$ cat src/rtl/i2c_pkg.sv
// Shared types and constants for the I2C EEPROM-style responder.
package i2c_pkg;

    // Transaction phases of the responder.
    typedef enum logic [2:0] {
        ST_IDLE    = 3'd0,
        ST_DEV     = 3'd1,
        ST_ADDR_HI = 3'd2,
        ST_ADDR_LO = 3'd3,
        ST_WR      = 3'd4,
        ST_RD      = 3'd5
    } state_e;

    localparam logic [6:0] SLAVE_ADDR_DEF = 7'h50;

    // Bit counter positions within a byte (MSB travels first).
    localparam logic [2:0] BIT_FIRST = 3'd0;
    localparam logic [2:0] BIT_LAST  = 3'd7;

    // Level of SDA during the acknowledge slot.
    localparam logic ACK  = 1'b0;
    localparam logic NACK = 1'b1;

    // Next memory pointer: 16-bit mode wraps FFFF->0000, 8-bit mode wraps
    // the low byte only and keeps the high byte at zero.
    function automatic logic [15:0] ptr_inc(input logic [15:0] ptr, input logic wide);
        logic [15:0] nxt;
        if (wide) begin
            nxt = ptr + 16'd1;
        end else begin
            nxt = {8'h00, ptr[7:0] + 8'd1};
        end
        return nxt;
    endfunction

endpackage

$ cat src/rtl/i2c_bus_sync.sv
// Brings raw SCL/SDA into the clk domain and decodes edges and START/STOP.
module i2c_bus_sync (
    input  logic clk,
    input  logic rst_n,
    input  logic scl_in,
    input  logic sda_in,
    output logic scl_rise,
    output logic scl_fall,
    output logic sda_s,
    output logic start_det,
    output logic stop_det
);

    // Idle bus is high, so every stage resets to 1 to avoid a fake edge.
    logic scl_meta_q, scl_sync_q, scl_hist_q;
    logic sda_meta_q, sda_sync_q, sda_hist_q;

    // Two-stage synchroniser followed by one history stage per line.
    always_ff @(posedge clk or negedge rst_n) begin
        if (!rst_n) begin
            scl_meta_q <= 1'b1;
            scl_sync_q <= 1'b1;
            scl_hist_q <= 1'b1;
            sda_meta_q <= 1'b1;
            sda_sync_q <= 1'b1;
            sda_hist_q <= 1'b1;
        end else begin
            scl_meta_q <= scl_in;
            scl_sync_q <= scl_meta_q;
            scl_hist_q <= scl_sync_q;
            sda_meta_q <= sda_in;
            sda_sync_q <= sda_meta_q;
            sda_hist_q <= sda_sync_q;
        end
    end

    assign sda_s    = sda_sync_q;
    assign scl_rise = scl_sync_q & ~scl_hist_q;
    assign scl_fall = ~scl_sync_q & scl_hist_q;

    // SDA may only move while SCL is low; a move during stable-high SCL is a
    // bus condition rather than data.
    assign start_det = scl_sync_q & scl_hist_q & sda_hist_q & ~sda_sync_q;
    assign stop_det  = scl_sync_q & scl_hist_q & ~sda_hist_q & sda_sync_q;

endmodule

$ cat src/rtl/i2c_slave_mem.sv
// I2C responder emulating an EEPROM: device address, 8/16-bit word address,
// sequential writes and reads through a synchronous memory port.
// SDA is open-drain: sda_oe=1 pulls the line low, 0 releases it.
module i2c_slave_mem
    import i2c_pkg::*;
#(
    parameter logic [6:0] SLAVE_ADDR = SLAVE_ADDR_DEF,
    parameter int         SYS_CLK    = 50_000_000,
    parameter int         MAX_SCL    = 250_000
) (
    input  logic        clk,
    input  logic        rst_n,
    input  logic        bit_ctrl,
    input  logic        scl_in,
    input  logic        sda_in,
    output logic        sda_oe,
    output logic [15:0] mem_addr,
    output logic        mem_we,
    output logic [7:0]  mem_wdata,
    input  logic [7:0]  mem_rdata,
    output logic        busy,
    output state_e      dbg_state_o
);

    // The bus decoder needs at least 16 clk per SCL period to see each phase.
    if (SYS_CLK / MAX_SCL < 16) begin : g_ratio_check
        $error("i2c_slave_mem: SYS_CLK/MAX_SCL must be at least 16");
    end

    logic scl_rise, scl_fall, sda_s, start_det, stop_det;

    i2c_bus_sync u_sync (
        .clk       (clk),
        .rst_n     (rst_n),
        .scl_in    (scl_in),
        .sda_in    (sda_in),
        .scl_rise  (scl_rise),
        .scl_fall  (scl_fall),
        .sda_s     (sda_s),
        .start_det (start_det),
        .stop_det  (stop_det)
    );

    state_e      state_q, state_d;
    logic [2:0]  bit_cnt_q, bit_cnt_d;     // data bits seen in the current byte
    logic        ack_phase_q, ack_phase_d; // next SCL rise is the 9th (ack) bit
    logic [7:0]  shift_q, shift_d;
    logic [15:0] ptr_q, ptr_d;
    logic        sda_oe_q, sda_oe_d;
    logic        mem_we_q, mem_we_d;
    logic [7:0]  mem_wdata_q, mem_wdata_d;
    logic        busy_q, busy_d;
    logic        wide_q, wide_d;           // bit_ctrl captured at START
    logic [7:0]  rx_byte;

    // State and datapath registers; reset releases SDA at once.
    always_ff @(posedge clk or negedge rst_n) begin
        if (!rst_n) begin
            state_q     <= ST_IDLE;
            bit_cnt_q   <= BIT_FIRST;
            ack_phase_q <= 1'b0;
            shift_q     <= 8'h00;
            ptr_q       <= 16'h0000;
            sda_oe_q    <= 1'b0;
            mem_we_q    <= 1'b0;
            mem_wdata_q <= 8'h00;
            busy_q      <= 1'b0;
            wide_q      <= 1'b0;
        end else begin
            state_q     <= state_d;
            bit_cnt_q   <= bit_cnt_d;
            ack_phase_q <= ack_phase_d;
            shift_q     <= shift_d;
            ptr_q       <= ptr_d;
            sda_oe_q    <= sda_oe_d;
            mem_we_q    <= mem_we_d;
            mem_wdata_q <= mem_wdata_d;
            busy_q      <= busy_d;
            wide_q      <= wide_d;
        end
    end

    // Next-state logic: bus conditions first, then per-state SCL edge handling.
    always_comb begin
        state_d     = state_q;
        bit_cnt_d   = bit_cnt_q;
        ack_phase_d = ack_phase_q;
        shift_d     = shift_q;
        ptr_d       = ptr_q;
        sda_oe_d    = sda_oe_q;
        mem_we_d    = 1'b0;
        mem_wdata_d = mem_wdata_q;
        busy_d      = busy_q;
        wide_d      = wide_q;
        rx_byte     = {shift_q[6:0], sda_s};

        // The pointer advances the clk after the write strobe is presented.
        if (mem_we_q) begin
            ptr_d = ptr_inc(ptr_q, wide_q);
        end

        if (stop_det) begin
            state_d     = ST_IDLE;
            busy_d      = 1'b0;
            sda_oe_d    = 1'b0;
            bit_cnt_d   = BIT_FIRST;
            ack_phase_d = 1'b0;
        end else if (start_det) begin
            // Repeated START keeps the pointer: that is how random reads work.
            state_d     = ST_DEV;
            sda_oe_d    = 1'b0;
            bit_cnt_d   = BIT_FIRST;
            ack_phase_d = 1'b0;
            wide_d      = bit_ctrl;
        end else begin
            case (state_q)
                ST_IDLE: begin
                end

                ST_RD: begin
                    if (scl_rise) begin
                        if (ack_phase_q) begin
                            ack_phase_d = 1'b0;
                            if (sda_s == ACK) begin
                                ptr_d = ptr_inc(ptr_q, wide_q);
                            end else begin
                                state_d = ST_IDLE;
                                busy_d  = 1'b0;
                            end
                        end else begin
                            bit_cnt_d = bit_cnt_q + 3'd1;
                            if (bit_cnt_q == BIT_LAST) begin
                                ack_phase_d = 1'b1;
                            end
                        end
                    end else if (scl_fall) begin
                        if (ack_phase_q) begin
                            // Master owns SDA for its ack.
                            sda_oe_d = 1'b0;
                        end else if (bit_cnt_q == BIT_FIRST) begin
                            // Fall ending the ack slot: fetch and present MSB.
                            shift_d  = mem_rdata;
                            sda_oe_d = ~mem_rdata[7];
                        end else begin
                            sda_oe_d = ~shift_q[6];
                            shift_d  = {shift_q[6:0], 1'b0};
                        end
                    end
                end

                default: begin
                    // Receiving states: DEV, ADDR_HI, ADDR_LO, WR.
                    if (scl_rise) begin
                        if (ack_phase_q) begin
                            ack_phase_d = 1'b0;
                            case (state_q)
                                ST_DEV:     state_d = shift_q[0] ? ST_RD
                                                    : (wide_q ? ST_ADDR_HI : ST_ADDR_LO);
                                ST_ADDR_HI: state_d = ST_ADDR_LO;
                                ST_ADDR_LO: state_d = ST_WR;
                                default:    state_d = state_q;
                            endcase
                        end else begin
                            shift_d   = rx_byte;
                            bit_cnt_d = bit_cnt_q + 3'd1;
                            if (bit_cnt_q == BIT_LAST) begin
                                ack_phase_d = 1'b1;
                                case (state_q)
                                    ST_DEV: begin
                                        if (rx_byte[7:1] == SLAVE_ADDR) begin
                                            busy_d = 1'b1;
                                        end else begin
                                            state_d     = ST_IDLE;
                                            busy_d      = 1'b0;
                                            ack_phase_d = 1'b0;
                                        end
                                    end
                                    ST_ADDR_HI: ptr_d = {rx_byte, ptr_q[7:0]};
                                    ST_ADDR_LO: ptr_d = {(wide_q ? ptr_q[15:8] : 8'h00), rx_byte};
                                    ST_WR: begin
                                        mem_we_d    = 1'b1;
                                        mem_wdata_d = rx_byte;
                                    end
                                    default: begin
                                    end
                                endcase
                            end
                        end
                    end else if (scl_fall) begin
                        // Pull low exactly for the ack slot, release otherwise.
                        sda_oe_d = ack_phase_q;
                    end
                end
            endcase
        end
    end

    assign sda_oe      = sda_oe_q;
    assign mem_addr    = ptr_q;
    assign mem_we      = mem_we_q;
    assign mem_wdata   = mem_wdata_q;
    assign busy        = busy_q;
    assign dbg_state_o = state_q;

endmodule

$ cat config.mk
export PLATFORM = sky130hd
export DESIGN_NAME = i2c_slave_mem
export DESIGN_NICKNAME = d
export VERILOG_FILES = /design/src/rtl/i2c_pkg.sv /design/src/rtl/i2c_bus_sync.sv /design/src/rtl/i2c_slave_mem.sv
export SDC_FILE = /design/constraint.sdc
export NUM_CORES = 1
export LEC_CHECK = 0
export ABC_AREA = 1
export CAP_MARGIN = 0
export CORE_ASPECT_RATIO = 1.1
export CORE_MARGIN = 4
export CORE_UTILIZATION = 25
export CTS_BUF_LIST = sky130_fd_sc_hd__clkbuf_4
export CTS_CLUSTER_DIAMETER = 200
export DETAILED_ROUTE_END_ITERATION = 10
export GPL_TIMING_DRIVEN = 0
export PLACE_DENSITY_LB_ADDON = 0.08
export SLEW_MARGIN = 20
export SYNTH_ARGS = -nofsm -noshare
export SYNTH_HDL_FRONTEND = slang
export SYNTH_HIERARCHICAL = 1
export SYNTH_SLANG_ARGS = --single-unit
$ cat constraint.sdc
create_clock -name clk -period 4 [get_ports clk]
set_clock_uncertainty 0.1 [all_clocks]
set_input_delay 1 -clock clk [delete_from_list [all_inputs] [get_ports clk]]
set_output_delay 1 -clock clk [all_outputs]
set_load 0.02 [all_outputs]
==> impl_results.md <==
* Initial antenna violation count at 0
* PwrDens at 258 nW/um^2
* Reg area at 1210 sq um
* Rel. slew slack at 0.567
* Dpl hpwl at 8280 um
* Top_reg_cell synth: dfrtp_1
* Setup_tns at 0 ps
* Drt wl/cell at 15.6 um
* Worst EP arrival at 1580 ps
* GRT Resource Usage Total at 0.152
* Die Y at 127 um
* Wire length of the first global-routing pass at approximately 17000 um
* Root Buffer: clkbuf_4
* Antenna Cells at 0
* Status: finished, final reports clean
* Final Cycle Share at 0.670
* Setup bufs post-CTS at 0
* Worst Hold Class: reg2reg
* Fillcell total at 1440
* CTS max path bufs at 2
* Placed Cells at between 600 and 700
* Cell variety after synth at 41
* Tightest Pin Transition at 650 ps
* Peak VDD IR at roughly 0.12 mV
* Post-placement setup slack at 1510 ps
* Hold Slack at 267 ps
* Area used by multi-input combinational logic at between 1500 and 2000 sq um
* Hold-fix buffers, CTS at 0
* Routability Congestion at 0.851
* Combinational power share at 0.193
* Crit path max-delay family: buffers and inverters
* Worst-path cell chain: clkdlybuf4s50_1
* P_int at 0.000666 W
* Number of global-route vias before repair at between 3000 and 4000
* Max-Cap Viols at 0
* Largest net degree at the start of global routing at roughly 50
* Synthesized flop and latch total at 48
* Post_cts resized at 0
* Syn Inst Count at 476
* Total wire length at 10700 um
* Share of cells above drive strength 1 at 0.0875
* Worst skew pair latency at about 410 ps
* Cell Area, Synth at approximately 3200 sq um
* Port Buffers at 42
* Residual DRC at 0
* Syn Nets at 493
* Final #Nets at 542
* Slowest cell on the critical path: clkdlybuf4s50_1
* Post-synth EDFFs at 0
* Fin worst setup slack at 1320 ps
* Drt pass-1 iters at 5
* Via count at ~3200
* Sw frac at 0.336
* Largest stage delay, worst path at 660 ps
* Clock power frac at 0.258
* 1st-iter DRT viols at 162
* Worst Path Required at 2900 ps
* Antenna Nets Post-Route at 0
* Final Max Tran Viols at 0
* Power share of the sequential group at 0.549
* # clock sinks at 48
* Routed vias/inst at 4.76
* WS Path Type: reg2out
* Rows at 43
* Final Hold Vio Count at 0
* Synth warn at 6
* Final Non-Filler Cells at ~700
* Startpoint types: flip-flop
* Total CTS buffers at 5
* Sw Pwr at 0.000338 W
* Fmax at roughly 370 MHz
* Finished Core Util at 0.309
* Avg Inst Size Synth at 6.77 sq um
* I/O pins at 43
* Static Leakage at 1.75 nW
* Seq/Total Area, Yosys at 0.375
* CP Buf/Inv Count at 1
* Clk pin slew, worst setup/hold paths at 160 ps
* Die X at 116 um
* RSZ-0062 raised after global routing: no
* Starting Density at 0.256
* Critical path peak fanout at 7
* Setup crit end kind: primary output
* Minimum clock period at approximately 2700 ps
* H-Tree Depth at 2
* Asr flop ratio synth at 1.00
* Overflow after GRT at 0
* Die area at approximately 15000 sq um
* # setup viols final at 0
* Core Area at 12600 sq um
* CTS tree: yes
* Area Overhead vs Synth at 20.9%
## metrics by stage
stage	power [W]	area, sq um
after CTS	0.00103	3890
after global routing	0.00107	3890
final	0.00100	3890
after global placement	0.000757	3840
after detailed placement	0.000758	3830
after floorplan	0.000667	3220
## synth_stat cells, types with 3 or more instances
cell type,n,share of area
o21ai_0,39,0.061
o31ai_1,3,0.0070
a21oi_1,16,0.025
o21ai_1,3,0.0047
o211ai_1,4,0.0093
ha_1,4,0.016
xor2_1,4,0.011
inv_1,51,0.059
dfstp_2,6,0.049
clkbuf_1,6,0.0070
nand3_1,45,0.070
inv_2,10,0.012
nor2_4,5,0.017
nor3_1,3,0.0047
nand2_1,133,0.16
nor2_2,4,0.0078
nand4_1,8,0.016
nor2_1,63,0.073
dfrtp_1,42,0.33
## state kept, by name, summed over array words and instances, names as in the netlist, 3 cells and up
signal       count
shift_q          7
mem_addr        16
dbg_state_o      3
bit_cnt_q        3
mem_wdata        8
## metal layers
| metal | vias to the layer above | part of all wire | track usage |
|---|---|---|---|
| met5 | - | 0 | 0 |
| met4 | 0 | 0.021 | 0.0498 |
| met3 | 15 | 0.044 | 0.0351 |
| met2 | 82 | 0.47 | 0.243 |
| met1 | 1513 | 0.47 | 0.203 |
| li1 | 1639 | - | - |
## path summary, 6_finish.rpt
check / start / endpoint / slack (ps) / depth (start not counted)
hold / removal: u_sync/sda_meta_q$_DFF_PN1_ / u_sync/sda_s$_DFF_PN1_ / 270 / 0
max in group asynchronous: rst_n / bit_cnt_q[1]$_DFFE_PN0P_ / 2860 / 1
hold reg to reg: u_sync/sda_meta_q$_DFF_PN1_ / u_sync/sda_s$_DFF_PN1_ / 270 / 0
setup reg to reg: u_sync/scl_sync_q$_DFF_PN1_ / mem_wdata[3]$_DFFE_PN0P_ / 1490 / 9
setup / recovery: mem_addr[6]$_DFFE_PN0P_ / mem_addr[6] / 1320 / 1
min in group asynchronous: rst_n / mem_wdata[5]$_DFFE_PN0P_ / 470 / 1
## power by group through the flow
| stage | Clock (W) | Combinational (W) | Sequential [W] |
|---|---|---|---|
| 3_5_place_dp | 0 | 0.000198 | 0.000561 |
| 6_report | 0.000259 | 0.000194 | 0.000551 |
| 3_3_place_gp | 0 | 0.000196 | 0.000561 |
| 5_1_grt | 0.000291 | 0.000221 | 0.000557 |
| 2_1_floorplan | 0 | 0.000102 | 0.000565 |
| 4_1_cts | 0.000277 | 0.000198 | 0.000552 |
## area by class of cell
class                      instances  share of cell area
tap                              157              0.0505
clock buffer                       6              0.0116
buffer                            10              0.0132
clock inverter                     2             0.00321
sequential                        48               0.311
multi-input combinational        357               0.445
inverter                          61              0.0588
timing repair buffer              42               0.107
## cell usage in the layout, fill, tap and decap left out, drive strengths merged
cell type / instances
nor2: 72
o41ai: 1
o211ai: 4
or2: 2
clkdlybuf4s50: 41
a211oi: 2
o21bai: 1
dfstp: 6
ha: 4
a31oi: 2
o2111a: 1
o2111ai: 1
xnor2: 1
o21ai: 42
a21oi: 17
o31ai: 3
xor2: 4
nand3: 47
nand3b: 1
o32ai: 1
nor3: 5
nor4: 1
clkinv: 2
o22ai: 1
a22oi: 1
nand2: 135
nand4: 8
dfrtp: 42
buf: 5
inv: 61
clkbuf: 12
## logic make-up after synthesis
logic type	Yosys count	synth area share
xor gates and xnor gates	5	0.0136
and+or+nand+nor	271	0.373
adders and majority gates	4	0.0155
AOI/OAI and AO/OA	77	0.136
buffers and inverters	71	0.0870
DFF	48	0.375
Power figures use the tool's default switching activity.
